[src/rtl/regfile_io_injector_pkg.sv]
// Shared constants and types for the register file input injector.
package regfile_io_injector_pkg;

  localparam int unsigned REG_W  = 5;
  localparam int unsigned DATA_W = 32;
  localparam int unsigned PEND_W = 3;

  // Register file destinations owned by the injector
  localparam logic [REG_W-1:0] REG_Y    = 5'd1;
  localparam logic [REG_W-1:0] REG_X    = 5'd2;
  localparam logic [REG_W-1:0] REG_TRIG = 5'd5;

  // Pending flag bit positions (lower index wins arbitration)
  localparam int unsigned PEND_Y    = 0;
  localparam int unsigned PEND_X    = 1;
  localparam int unsigned PEND_TRIG = 2;

  // One register file write transaction
  typedef struct packed {
    logic              we;
    logic [REG_W-1:0]  addr;
    logic [DATA_W-1:0] data;
  } rf_write_t;

  // One position step: inc/dec only when exactly one is held, clamped to 0..max_v
  function automatic logic [DATA_W-1:0] step_pos(input logic [DATA_W-1:0] cur,
                                                 input logic              inc,
                                                 input logic              dec,
                                                 input logic [DATA_W-1:0] max_v);
    step_pos = cur;
    if (inc && !dec && (cur < max_v)) begin
      step_pos = cur + 32'd1;
    end else if (dec && !inc && (cur != 32'd0)) begin
      step_pos = cur - 32'd1;
    end
  endfunction

endpackage

[src/rtl/regfile_io_injector_button_debounce.sv]
// Two-flop synchroniser followed by a stability counter for one raw button.
module button_debounce #(
  parameter logic [15:0] DEBOUNCE_CYCLES = 16'd50000
) (
  input  logic clock,
  input  logic ctrl_reset,
  input  logic btn_raw,
  output logic level
);

  logic        sync_a;
  logic        sync_b;
  logic [15:0] count;

  // Synchronise, then flip the level only after a full run at the new value
  always_ff @(posedge clock) begin
    if (ctrl_reset) begin
      sync_a <= 1'b0;
      sync_b <= 1'b0;
      level  <= 1'b0;
      count  <= 16'd0;
    end else begin
      sync_a <= btn_raw;
      sync_b <= sync_a;
      if (sync_b == level) begin
        count <= 16'd0;
      end else if (count >= (DEBOUNCE_CYCLES - 16'd1)) begin
        level <= sync_b;
        count <= 16'd0;
      end else begin
        count <= count + 16'd1;
      end
    end
  end

endmodule

[src/rtl/regfile_io_injector.sv]
// Injects debounced button state and crosshair position into idle register
// file write cycles (r1 = Y, r2 = X, r5 = trigger). Processor writeback wins.
// Optional feature: define INJ_TRIGGER_EN to enable the trigger path to r5.
module regfile_io_injector
  import regfile_io_injector_pkg::*;
#(
  parameter logic [15:0] DEBOUNCE_CYCLES = 16'd50000,
  parameter logic [23:0] STEP_CYCLES     = 24'd250000,
  parameter logic [31:0] Y_MAX           = 32'd479,
  parameter logic [31:0] X_MAX           = 32'd639
) (
  input  logic              clock,
  input  logic              ctrl_reset,
  input  logic              proc_writeEnable,
  input  logic [REG_W-1:0]  proc_writeReg,
  input  logic [DATA_W-1:0] proc_writeData,
  input  logic              btn_up,
  input  logic              btn_down,
  input  logic              btn_left,
  input  logic              btn_right,
  input  logic              btn_trigger,
  output logic              ctrl_writeEnable,
  output logic [REG_W-1:0]  ctrl_writeReg,
  output logic [DATA_W-1:0] data_writeReg,
  output logic [PEND_W-1:0] inject_pending
);

  logic up_lvl, down_lvl, left_lvl, right_lvl;
  logic trig_rise;

  logic [23:0]       step_cnt;
  logic              step;
  logic [DATA_W-1:0] pos_y, pos_x;
  logic [DATA_W-1:0] pos_y_next, pos_x_next;
  logic [PEND_W-1:0] pending, pend_set, pend_consume;
  logic              proc_valid;
  rf_write_t         wr_c;

  button_debounce #(.DEBOUNCE_CYCLES(DEBOUNCE_CYCLES)) u_up    (.clock(clock), .ctrl_reset(ctrl_reset), .btn_raw(btn_up),    .level(up_lvl));
  button_debounce #(.DEBOUNCE_CYCLES(DEBOUNCE_CYCLES)) u_down  (.clock(clock), .ctrl_reset(ctrl_reset), .btn_raw(btn_down),  .level(down_lvl));
  button_debounce #(.DEBOUNCE_CYCLES(DEBOUNCE_CYCLES)) u_left  (.clock(clock), .ctrl_reset(ctrl_reset), .btn_raw(btn_left),  .level(left_lvl));
  button_debounce #(.DEBOUNCE_CYCLES(DEBOUNCE_CYCLES)) u_right (.clock(clock), .ctrl_reset(ctrl_reset), .btn_raw(btn_right), .level(right_lvl));

`ifdef INJ_TRIGGER_EN
  logic trig_lvl;
  logic trig_prev;

  button_debounce #(.DEBOUNCE_CYCLES(DEBOUNCE_CYCLES)) u_trig (.clock(clock), .ctrl_reset(ctrl_reset), .btn_raw(btn_trigger), .level(trig_lvl));

  // Previous debounced trigger level for rising-edge detection
  always_ff @(posedge clock) begin
    if (ctrl_reset) trig_prev <= 1'b0;
    else            trig_prev <= trig_lvl;
  end

  assign trig_rise = trig_lvl & ~trig_prev;
`else
  logic unused_trigger;
  assign unused_trigger = btn_trigger;
  assign trig_rise      = 1'b0;
`endif

  assign step       = (step_cnt == (STEP_CYCLES - 24'd1));
  assign proc_valid = proc_writeEnable && (proc_writeReg != 5'd0);

  // Next positions and pending-set events; a clamp that changes nothing sets nothing
  always_comb begin
    pos_y_next = pos_y;
    pos_x_next = pos_x;
    pend_set   = '0;
    if (step) begin
      pos_y_next = step_pos(pos_y, down_lvl, up_lvl, Y_MAX);
      pos_x_next = step_pos(pos_x, right_lvl, left_lvl, X_MAX);
    end
    pend_set[PEND_Y]    = (pos_y_next != pos_y);
    pend_set[PEND_X]    = (pos_x_next != pos_x);
    pend_set[PEND_TRIG] = trig_rise;
  end

  // Write port arbitration: valid processor write, then lowest pending bit, then r0 passthrough
  always_comb begin
    wr_c         = '0;
    pend_consume = '0;
    if (proc_valid) begin
      wr_c = '{we: 1'b1, addr: proc_writeReg, data: proc_writeData};
    end else if (pending[PEND_Y]) begin
      wr_c                 = '{we: 1'b1, addr: REG_Y, data: pos_y};
      pend_consume[PEND_Y] = 1'b1;
    end else if (pending[PEND_X]) begin
      wr_c                 = '{we: 1'b1, addr: REG_X, data: pos_x};
      pend_consume[PEND_X] = 1'b1;
    end else if (pending[PEND_TRIG]) begin
      wr_c                    = '{we: 1'b1, addr: REG_TRIG, data: 32'd1};
      pend_consume[PEND_TRIG] = 1'b1;
    end else if (proc_writeEnable) begin
      wr_c = '{we: 1'b1, addr: proc_writeReg, data: proc_writeData};
    end
  end

  // Step timer, positions and pending flags; a new event beats a same-cycle consume
  always_ff @(posedge clock) begin
    if (ctrl_reset) begin
      step_cnt <= 24'd0;
      pos_y    <= Y_MAX >> 1;
      pos_x    <= X_MAX >> 1;
      pending  <= '0;
    end else begin
      step_cnt <= step ? 24'd0 : (step_cnt + 24'd1);
      pos_y    <= pos_y_next;
      pos_x    <= pos_x_next;
      pending  <= (pending & ~pend_consume) | pend_set;
    end
  end

  assign ctrl_writeEnable = wr_c.we;
  assign ctrl_writeReg    = wr_c.addr;
  assign data_writeReg    = wr_c.data;
  assign inject_pending   = pending;

endmodule

[config.mk]
export PLATFORM = sky130hd
export DESIGN_NAME = regfile_io_injector
export DESIGN_NICKNAME = d
export VERILOG_FILES = /design/src/rtl/regfile_io_injector_pkg.sv /design/src/rtl/regfile_io_injector_button_debounce.sv /design/src/rtl/regfile_io_injector.sv
export SDC_FILE = /design/constraint.sdc
export NUM_CORES = 1
export LEC_CHECK = 0
export CAP_MARGIN = 40
export CORE_ASPECT_RATIO = 0.7
export CORE_UTILIZATION = 45
export CTS_CLUSTER_DIAMETER = 100
export DETAILED_ROUTE_END_ITERATION = 7
export PLACE_DENSITY = 0.65
export SYNTH_ARGS = -nofsm -noshare
export SYNTH_HDL_FRONTEND = slang
export SYNTH_SLANG_ARGS = --single-unit
[constraint.sdc]
create_clock -name clock -period 6.3 [get_ports clock]
set_input_delay 1.575 -clock clock [delete_from_list [all_inputs] [get_ports clock]]
set_output_delay 1.575 -clock clock [all_outputs]
set_load 0.03 [all_outputs]
==> impl_metrics.env <==
export IMPL_dp_cells=1424
export IMPL_grt_pass1_vias=7103
export IMPL_grtUsageTotal_pct=22.91
export IMPL_cp_required_ns=4.72
export IMPL_antenna_found_initial=0
export IMPL_syn_to_final_growth_pct=17.95
export IMPL_synth_edf_count=0
export IMPL_status="finished clean"
export IMPL_vias=7962
export IMPL_cp_common_cell="clkdlybuf4s50_1"
export IMPL_hold_depth=1
export IMPL_use_met3_pct=4.520
export IMPL_final_cell_mix="nor2_1, dfxtp_1, nand2_1"
export IMPL_crit_chain="clkdlybuf4s50_1, or4_1, o21a_1, buf_4, o21ai_0, clkdlybuf4s50_1"
export IMPL_ys_types=59
export IMPL_ctsHoldBuffers=0
export IMPL_grt_start_max_net_pins=66
export IMPL_hold_class="flip-flop to flip-flop"
export IMPL_p_seq_share_pct=48.7
export IMPL_firstDrtPassIters=5
export IMPL_drtIter0Drc=756
export IMPL_drv_cap=0
export IMPL_hp_start="u_right.sync_a"
export IMPL_die_area_um2=20110
export IMPL_r2r_start="pos_y[26]"
export IMPL_clk_latency_ns=0.43
export IMPL_initial_core_util_pct=46.21
export IMPL_grt_overflow=0
export IMPL_cts_buffer_depth=2
export IMPL_yosysWarnings=0
export IMPL_combinationalPowerShare_pct=7.3
export IMPL_grt_util_met2_pct=31.35
export IMPL_rows=42
export IMPL_finalHoldViolCount=0
export IMPL_p_int_mw=1.653
export IMPL_netlist_instances=1121
export IMPL_grt_pass1_wl_um=36690
export IMPL_die_w_um=169.1
export IMPL_drive_above_1_share_pct=6.208
export IMPL_placed_cell_area_um2=9826
export IMPL_worst_setup_path_start_kind="input pin"
export IMPL_final_cell_count_no_fill=1456
export IMPL_wl_um=22180
export IMPL_power_density_nw_per_um2=211.8
export IMPL_holdWs_ns=0.4388
export IMPL_cts_root_buffer_cell="clkbuf_16"
export IMPL_setup_worst_path_class="input pin to output pin"
export IMPL_async_flop_share_pct=0
export IMPL_synth_area_um2=8791
export IMPL_slowest_delay_ns=0.76
export IMPL_switching_power_uw=543.7
export IMPL_drc=0
export IMPL_final_min_clock_period_ns=5.663
export IMPL_worst_clock_skew_ns=0.009957
export IMPL_fin_util_pct=54.51
export IMPL_p_total_mw=2.196
export IMPL_antenna_cells=0
export IMPL_ys_seq_area_share_pct=38.03
export IMPL_setup_violations_final=0
export IMPL_dominantRegCellSynth="dfxtp_1"
export IMPL_numCtsBuffers=17
export IMPL_clk_pin_slew_ns=0.06
export IMPL_syn_nets=1177
export IMPL_rsz0062_at_grt="no"
export IMPL_postRouteAntennaNets=0
export IMPL_post_cts_buffers=0
export IMPL_p_clk_share_pct=44.0
export IMPL_p_leak_nw=3.768
export IMPL_cp_slowest_cell="clkdlybuf4s50_1"
export IMPL_final_max_slew_viol_count=0
export IMPL_ys_top_cells_by_area="dfxtp_1, nor2_1, xor2_1"
export IMPL_ios=86
export IMPL_min_period_over_period_pct=89.89
export IMPL_groute_layer_met1_usage_pct=35.85
export IMPL_dp_hpwl_um=15680
export IMPL_crit_path_max_fanout=13
export IMPL_swShare_pct=24.76
export IMPL_htree_levels=4
export IMPL_reg2reg_slack_ns=2.92
export IMPL_die_h_um=118.9
export IMPL_yosysTopAreaCellShare_pct=38.03
export IMPL_whs_endpoint="u_right.sync_b"
export IMPL_yosys_register_bits=167
export IMPL_cp_startpoint="proc_writeReg[4]"
export IMPL_slew_headroom_pct=48.18
export IMPL_end_kind="output pin"
export IMPL_core_um2=19020
export IMPL_cts_resized=0
export IMPL_fin_nets=1235
export IMPL_timing_fmax_mhz=176.6
export IMPL_vias_per_cell=5.468
export IMPL_final_setup_worst_slack_ns=0.6369
export IMPL_syn_avg_cell_area_um2=7.842
export IMPL_arrival_ns=4.09
export IMPL_place_gp_congestion=0.8827
export IMPL_top_usage_layer="met1"
export IMPL_tns_ns=0
export IMPL_wl_per_cell_um=15.24
export IMPL_worst_pin_slew_ns=0.7721
export IMPL_yosysTopAreaCell="dfxtp_1"
export IMPL_reg2reg_to="pos_y[4]"
export IMPL_vdd_ir_drop_worst_mv=0.1775
export IMPL_r2r_cells=6
export IMPL_cts_tree="done"
export IMPL_fin_area_um2=10370
export IMPL_portBuffers=84
export IMPL_place_worst_setup_slack_ns=0.6550
export IMPL_cts_sinks=167
export IMPL_final_common_cell="nor2_1"
-- kinds of logic after synthesis --
| group | count (synthesis) | share of synthesized area, % |
|---|---|---|
| compound gates | 176 | 12.10 |
| xor+xnor | 94 | 9.365 |
| fa+ha+maj | 11 | 1.566 |
| buf+inv | 66 | 2.961 |
| flops | 167 | 38.03 |
| mux | 25 | 2.960 |
| simple gates | 582 | 33.02 |
-- cell usage after synthesis, types with 8 or more instances --
cell	count
a21oi_1	67
and3_1	28
and4_1	13
clkbuf_1	46
dfxtp_1	167
ha_1	11
inv_1	10
mux2_2	8
mux2i_1	17
nand2_1	115
nand3_1	60
nand4_1	17
nor2_1	190
nor2b_1	25
nor3_1	23
nor4_1	23
o21ai_0	53
o31ai_1	11
or2_2	8
or3_1	31
or4_1	17
xnor2_1	38
xor2_1	56
-- how the worst max path moves through the flow --
stage                             end  slack [ns]
global placement     data_writeReg[0]        0.67
detailed placement   data_writeReg[0]        0.66
global route        data_writeReg[22]        0.50
finish               data_writeReg[0]        0.64
CTS                  data_writeReg[0]        0.65
floorplan            ctrl_writeReg[0]        1.38
-- registers in the layout, indices dropped and copies added, names as in the netlist --
signal and cells:
inject_pending 3, pos_x 32, pos_y 32, step_cnt 24, u_down.count 16, u_down.level 1
u_down.sync_a 1, u_down.sync_b 1, u_left.count 16, u_left.level 1, u_left.sync_a 1, u_left.sync_b 1
u_right.count 16, u_right.level 1, u_right.sync_a 1, u_right.sync_b 1, u_up.count 16, u_up.level 1
u_up.sync_a 1, u_up.sync_b 1
-- routing by layer --
layer | vias up | share of wire (%)
met5 | - | 0
li1 | 4065 | -
met3 | 14 | 5.8
met4 | 0 | 1.2
met2 | 211 | 38
met1 | 3672 | 55
-- power groups by stage --
stage                     Clock, mW  Combinational [mW]  Sequential, mW
after floorplan                   0              0.0879            1.09
after global placement            0               0.159            1.09
after detailed placement          0               0.160            1.09
after CTS                     0.994               0.161            1.07
after global routing           1.03               0.173            1.07
final                         0.966               0.160            1.07
-- worst max-delay path: cells and delay by family --
family / cells / cell delay [ns]
compound gates: 2 / 0.58
simple gates: 1 / 0.54
buf+inv: 3 / 1.37
-- layout make-up --
cell class	instances	area (um^2)
fill	1825	8655
tap	264	330.3
sequential	167	3344
multi-input combinational	888	5191
timing repair buffer	95	922.1
inverter	10	37.54
clock inverter	12	96.34
clock buffer	20	446.7
Note: power is estimated with default switching activity, not from simulation.
